### src/rtl/oddr_serializer.sv
// Multi-lane DDR output serializer: buffered words leave LSB first as rise/fall pairs per lane.
// Optional ODDR_SER_TRAIN_EN adds a train input that drives a forwarded-clock pattern while idle.
module oddr_serializer #(
  parameter int   LANES      = 4,
  parameter int   RATIO      = 8,
  parameter int   FIFO_DEPTH = 2,
  parameter logic IDLE_VAL   = 1'b0
) (
  input  logic                             clk,
  input  logic                             resetb,
  input  logic                             ce,
  input  logic                             srst,
  input  logic                             sset,
`ifdef ODDR_SER_TRAIN_EN
  input  logic                             train,
`endif
  input  logic [LANES*RATIO-1:0]           din,
  input  logic                             din_valid,
  output logic                             din_ready,
  output logic [LANES-1:0]                 rise,
  output logic [LANES-1:0]                 fall,
  output logic                             busy,
  output logic [$clog2(FIFO_DEPTH+1)-1:0]  fifo_level
);

  localparam int BEATS = RATIO / 2;
  localparam int BW    = (BEATS > 1) ? $clog2(BEATS) : 1;
  localparam int PW    = $clog2(FIFO_DEPTH);
  localparam int CW    = $clog2(FIFO_DEPTH + 1);
  localparam int WW    = LANES * RATIO;

  typedef enum logic {IDLE, SHIFT} state_t;

  state_t            state_q, state_d;
  logic [BW-1:0]     beat_q, beat_d;
  logic [WW-1:0]     shift_q, shift_d;
  logic [LANES-1:0]  rise_d, fall_d;
  logic              busy_d;
  logic [WW-1:0]     mem [FIFO_DEPTH];
  logic [PW-1:0]     wr_ptr, rd_ptr;
  logic [CW-1:0]     count_q;
  logic [WW-1:0]     head;
  logic              push, pop, full, nonempty, last_beat, train_on;
  logic [LANES-1:0]  idle_rise, idle_fall;

`ifdef ODDR_SER_TRAIN_EN
  assign train_on = train;
`else
  assign train_on = 1'b0;
`endif

  assign full       = (count_q == CW'(FIFO_DEPTH));
  assign nonempty   = (count_q != '0);
  assign din_ready  = ce & ~full & ~srst;
  assign push       = din_valid & din_ready;
  assign head       = mem[rd_ptr];
  assign last_beat  = (beat_q == BW'(BEATS - 1));
  assign idle_rise  = train_on ? '1 : {LANES{IDLE_VAL}};
  assign idle_fall  = train_on ? '0 : {LANES{IDLE_VAL}};
  assign fifo_level = count_q;

  always_comb begin
    state_d = state_q;
    beat_d  = beat_q;
    shift_d = shift_q;
    rise_d  = rise;
    fall_d  = fall;
    busy_d  = busy;
    pop     = 1'b0;
    if (srst) begin
      state_d = IDLE;
      beat_d  = '0;
      shift_d = '0;
      rise_d  = {LANES{IDLE_VAL}};
      fall_d  = {LANES{IDLE_VAL}};
      busy_d  = 1'b0;
    end else if (sset) begin
      rise_d = '1;
      fall_d = '1;
    end else if (ce) begin
      // A pop happens from IDLE or on the last beat, which keeps words seamless.
      if ((state_q == IDLE) || last_beat) begin
        if (nonempty) begin
          pop     = 1'b1;
          state_d = SHIFT;
          beat_d  = '0;
          busy_d  = 1'b1;
          for (int l = 0; l < LANES; l++) begin
            rise_d[l]                  = head[l*RATIO];
            fall_d[l]                  = head[l*RATIO+1];
            shift_d[l*RATIO +: RATIO]  = head[l*RATIO +: RATIO] >> 2;
          end
        end else begin
          state_d = IDLE;
          beat_d  = '0;
          busy_d  = 1'b0;
          rise_d  = idle_rise;
          fall_d  = idle_fall;
        end
      end else begin
        beat_d = beat_q + BW'(1);
        for (int l = 0; l < LANES; l++) begin
          rise_d[l]                  = shift_q[l*RATIO];
          fall_d[l]                  = shift_q[l*RATIO+1];
          shift_d[l*RATIO +: RATIO]  = shift_q[l*RATIO +: RATIO] >> 2;
        end
      end
    end
  end

  always_ff @(posedge clk or negedge resetb) begin
    if (!resetb) begin
      state_q <= IDLE;
      beat_q  <= '0;
      shift_q <= '0;
      rise    <= {LANES{IDLE_VAL}};
      fall    <= {LANES{IDLE_VAL}};
      busy    <= 1'b0;
    end else begin
      state_q <= state_d;
      beat_q  <= beat_d;
      shift_q <= shift_d;
      rise    <= rise_d;
      fall    <= fall_d;
      busy    <= busy_d;
    end
  end

  always_ff @(posedge clk or negedge resetb) begin
    if (!resetb) begin
      wr_ptr  <= '0;
      rd_ptr  <= '0;
      count_q <= '0;
    end else if (srst) begin
      wr_ptr  <= '0;
      rd_ptr  <= '0;
      count_q <= '0;
    end else begin
      if (push) wr_ptr <= wr_ptr + PW'(1);
      if (pop)  rd_ptr <= rd_ptr + PW'(1);
      case ({push, pop})
        2'b10:   count_q <= count_q + CW'(1);
        2'b01:   count_q <= count_q - CW'(1);
        default: count_q <= count_q;
      endcase
    end
  end

  // Storage needs no reset; the pointers define what is valid.
  always_ff @(posedge clk) begin
    if (push) mem[wr_ptr] <= din;
  end

endmodule

### config.mk
export PLATFORM = sky130hd
export DESIGN_NAME = oddr_serializer
export DESIGN_NICKNAME = d
export VERILOG_FILES = /design/src/rtl/oddr_serializer.sv
export SDC_FILE = /design/constraint.sdc
export NUM_CORES = 1
export LEC_CHECK = 0
export ABC_AREA = 0
export BUFFER_PORTS_ARGS = -buffer_cell sky130_fd_sc_hd__clkbuf_2
export CAP_MARGIN = 10
export CORE_ASPECT_RATIO = 0.5
export CORE_MARGIN = 1.5
export CORE_UTILIZATION = 45
export CTS_BUF_LIST = sky130_fd_sc_hd__clkbuf_8 sky130_fd_sc_hd__clkbuf_16
export DETAILED_ROUTE_END_ITERATION = 8
export GPL_ROUTABILITY_DRIVEN = 0
export PLACE_DENSITY = 0.67
export SLEW_MARGIN = 20
export SYNTH_ARGS = -nofsm -noshare
export SYNTH_HDL_FRONTEND = slang
export SYNTH_SLANG_ARGS = --single-unit
### constraint.sdc
create_clock -name clk -period 3.1 [get_ports clk]
set_clock_uncertainty 0.15 [all_clocks]
set_input_delay 0.465 -clock clk [delete_from_list [all_inputs] [get_ports clk]]
set_output_delay 0.465 -clock clk [all_outputs]
set_load 0.03 [all_outputs]
==> out/results.ini <==
[sta]
min_period_ns=2.08
relSlewSlack_pct=41.8
hold_viol=0
tns_ns=0
worst_pin_slew_ns=0.872
setup_viol=0
slew_viol_final=0
rsz0062_at_grt=no
fmax_mhz=482
period_share_pct=67.0

[setup_path]
cp-end-kind=flip-flop
path_class=reg -> reg
worst-r2r-setup-slack_ns=1.02
crit_fanout=13
r2r-start=beat_q[0]
ff2ff_path_depth=5
cp_data_required_time_ns=3.16
cp_data_arrival_time_ns=2.13
r2r-end=rise[3]
cp-start-kind=flip-flop

[synthesis]
synth.yosys.warnings=0
synthesis.area_um2=4150
synthCells=298
synth_edf_count=64
synth_nets=337
yosysUniqueCellTypes=34
async_reset_ff_share_pct=37.9
ys.flop_type=edfxtp_1
yosys.area.top_type_share_pct=46.3
synth_top_area_cell=edfxtp_1
synth_seq_area_share_pct=69.9
syn_area_per_cell_um2=13.9
synth_seq_cells=103
ys_top_cells_by_area=edfxtp_1 46%, dfrtp_1 24%, mux2_2 4.6%

[global_route]
grt_pass1_vias=2615
grt_usage_pct=17.5
grt_pass1_wl_um=13000
grt_max_degree=40
grt_overflow=0
antenna_found_initial=0

[finish]
drive_gt1_share_pct=28.0
design_area_um2=4860
fillers=724
layout.nets=387
area.sequential_um2=2900
synthToLayoutAreaGrowth_pct=17.3
diodes=0
multi_input_area_um2=1150

[floorplan]
initial_core_util_pct=47.0
rows=24
die_h_um=70.9
io_pins=50
dieWidth_um=139
design.die.area_um2=9840
core_area_um2=8830

[clocking]
insertion_delay_ns=0.35
cts_tree=done
cts-root-buf=clkbuf_16
cts_buffer_depth=2
cts_max_level=3
cts.repair.resized=0
postCtsSetupBuffers=0
holdBufCountCts=0
clock-sinks=103
numCtsBuffers=9
path_clk_slew_ns=0.07

[hold_path]
hold_class=in -> async

[route]
via_count=2547
drt-initial-drc-count=215
drcViolationCount=0
wl_um=7910
firstDrtPassIters=4
avgRoutedWirePerCell_um=16.8
final_antenna_net_count=0
wl_met2_um=3740
wl_met1_um=3540
wl_met3_um=535
top_layer=met4
vias_per_cell=5.42

[power_and_ir_drop]
leakagePower_nw=1.89
p_per_area_nw_per_um2=636
ir_drop_uv=363

[job]
maxCapViolCount=0

[placement]
dpl_cell_area_um2=4490
io_buffer_count=49
hpwl_um=5240

[outcome]
status=finished, final reports clean

-- placed cells by master, fill, tap and decap left out, types with 8 or more instances in the layout --
master	count
edfxtp_1	64
clkbuf_2	48
dfrtp_1	39
nor2_1	29
a21oi_1	21
mux2_2	17
mux2i_1	17
nand3_1	17
nand2_1	14
o21ai_0	14
o21ai_1	11
clkbuf_16	10
a22oi_1	8
a221oi_1	8
-- cell type report --
class | instances | share of cell area [%]
clock buffer | 11 | 5.43
sequential | 103 | 59.6
timing repair buffer | 56 | 6.12
clock inverter | 5 | 2.21
tap | 117 | 3.01
multi-input combinational | 177 | 23.6
inverter | 1 | 0.0772
-- registers in the layout (all words and copies together), names as in the netlist --
name,cells
rise,4
fall,4
beat_q,2
mem,64
wr_ptr,1
shift_q,24
rd_ptr,1
state_q,1
fifo_level,2
-- kinds of logic (layout without fill, tap and decap cells) --
| group | after synthesis | in the layout | synth area share, % |
|---|---|---|---|
| AOI/OAI and AO/OA | 66 | 66 | 9.59 |
| xor gates and xnor gates | 1 | 1 | 0.211 |
| adders and majority gates | 1 | 1 | 0.302 |
| buffers and inverters | 18 | 73 | 2.59 |
| DFF | 103 | 103 | 69.9 |
| muxes | 34 | 34 | 8.72 |
| and+or+nand+nor | 75 | 75 | 8.72 |
-- synthesized netlist by cell type, types with 2 or more instances --
cell type	instances
buf_4	2
buf_6	3
mux2_2	17
a22oi_1	8
a221oi_1	8
nor2_2	2
nor2b_1	3
dfrtp_1	39
nor2_1	30
o21ai_0	14
buf_2	8
nand2_1	14
clkbuf_1	3
a21oi_1	21
o21ai_1	11
nand3_1	17
edfxtp_1	64
mux2i_1	17
nor3_1	2
-- through the flow --
step	worst slack, ns	hold slack, ns	total power [mW]	cells	util, %
after CTS	1.03	0.139	3.13	470	55.1
after global routing	0.921	0.133	3.20	470	55.1
final	1.02	0.0694	3.09	470	55.1
after global placement	0.987	0.315	1.75	454	50.9
after floorplan	0.255	0.0194	1.68	298	-
after detailed placement	0.898	0.326	1.76	454	50.9
-- critical path, stage by stage, from the launching register on --
cell      delay, ns
dfrtp_1        0.40
ha_1           0.24
nor2b_2        0.51
nor2_2         0.18
a221oi_1       0.32
o21ai_0        0.13
-- per-layer routing --
| layer | global-route usage, % | vias up |
|---|---|---|
| met4 | 5.09 | 0 |
| met1 | 23.1 | 1266 |
| li1 | - | 1212 |
| met5 | 0 | - |
| met2 | 26.9 | 61 |
| met3 | 7.11 | 8 |
-- power by group --
part           total (mW)  internal (mW)  switching (mW)
sequential           1.52           1.50          0.0197
clock                1.36          0.866           0.496
combinational       0.210         0.0755           0.135
-- how the worst max path moves through the flow --
stage             startpoint    endpoint  slack (ns)  depth (start not counted)
3_3_place_gp            srst  mem[0][10]        0.99                          5
5_1_grt            beat_q[0]     fall[1]        0.92                          5
3_5_place_dp            srst  mem[0][10]        0.90                          5
6_report           beat_q[0]     rise[3]        1.02                          5
2_1_floorplan  fifo_level[1]   mem[0][0]        0.25                          4
4_1_cts        fifo_level[1]   din_ready        1.03                          3
No activity file was read; power rests on OpenSTA's default activity.
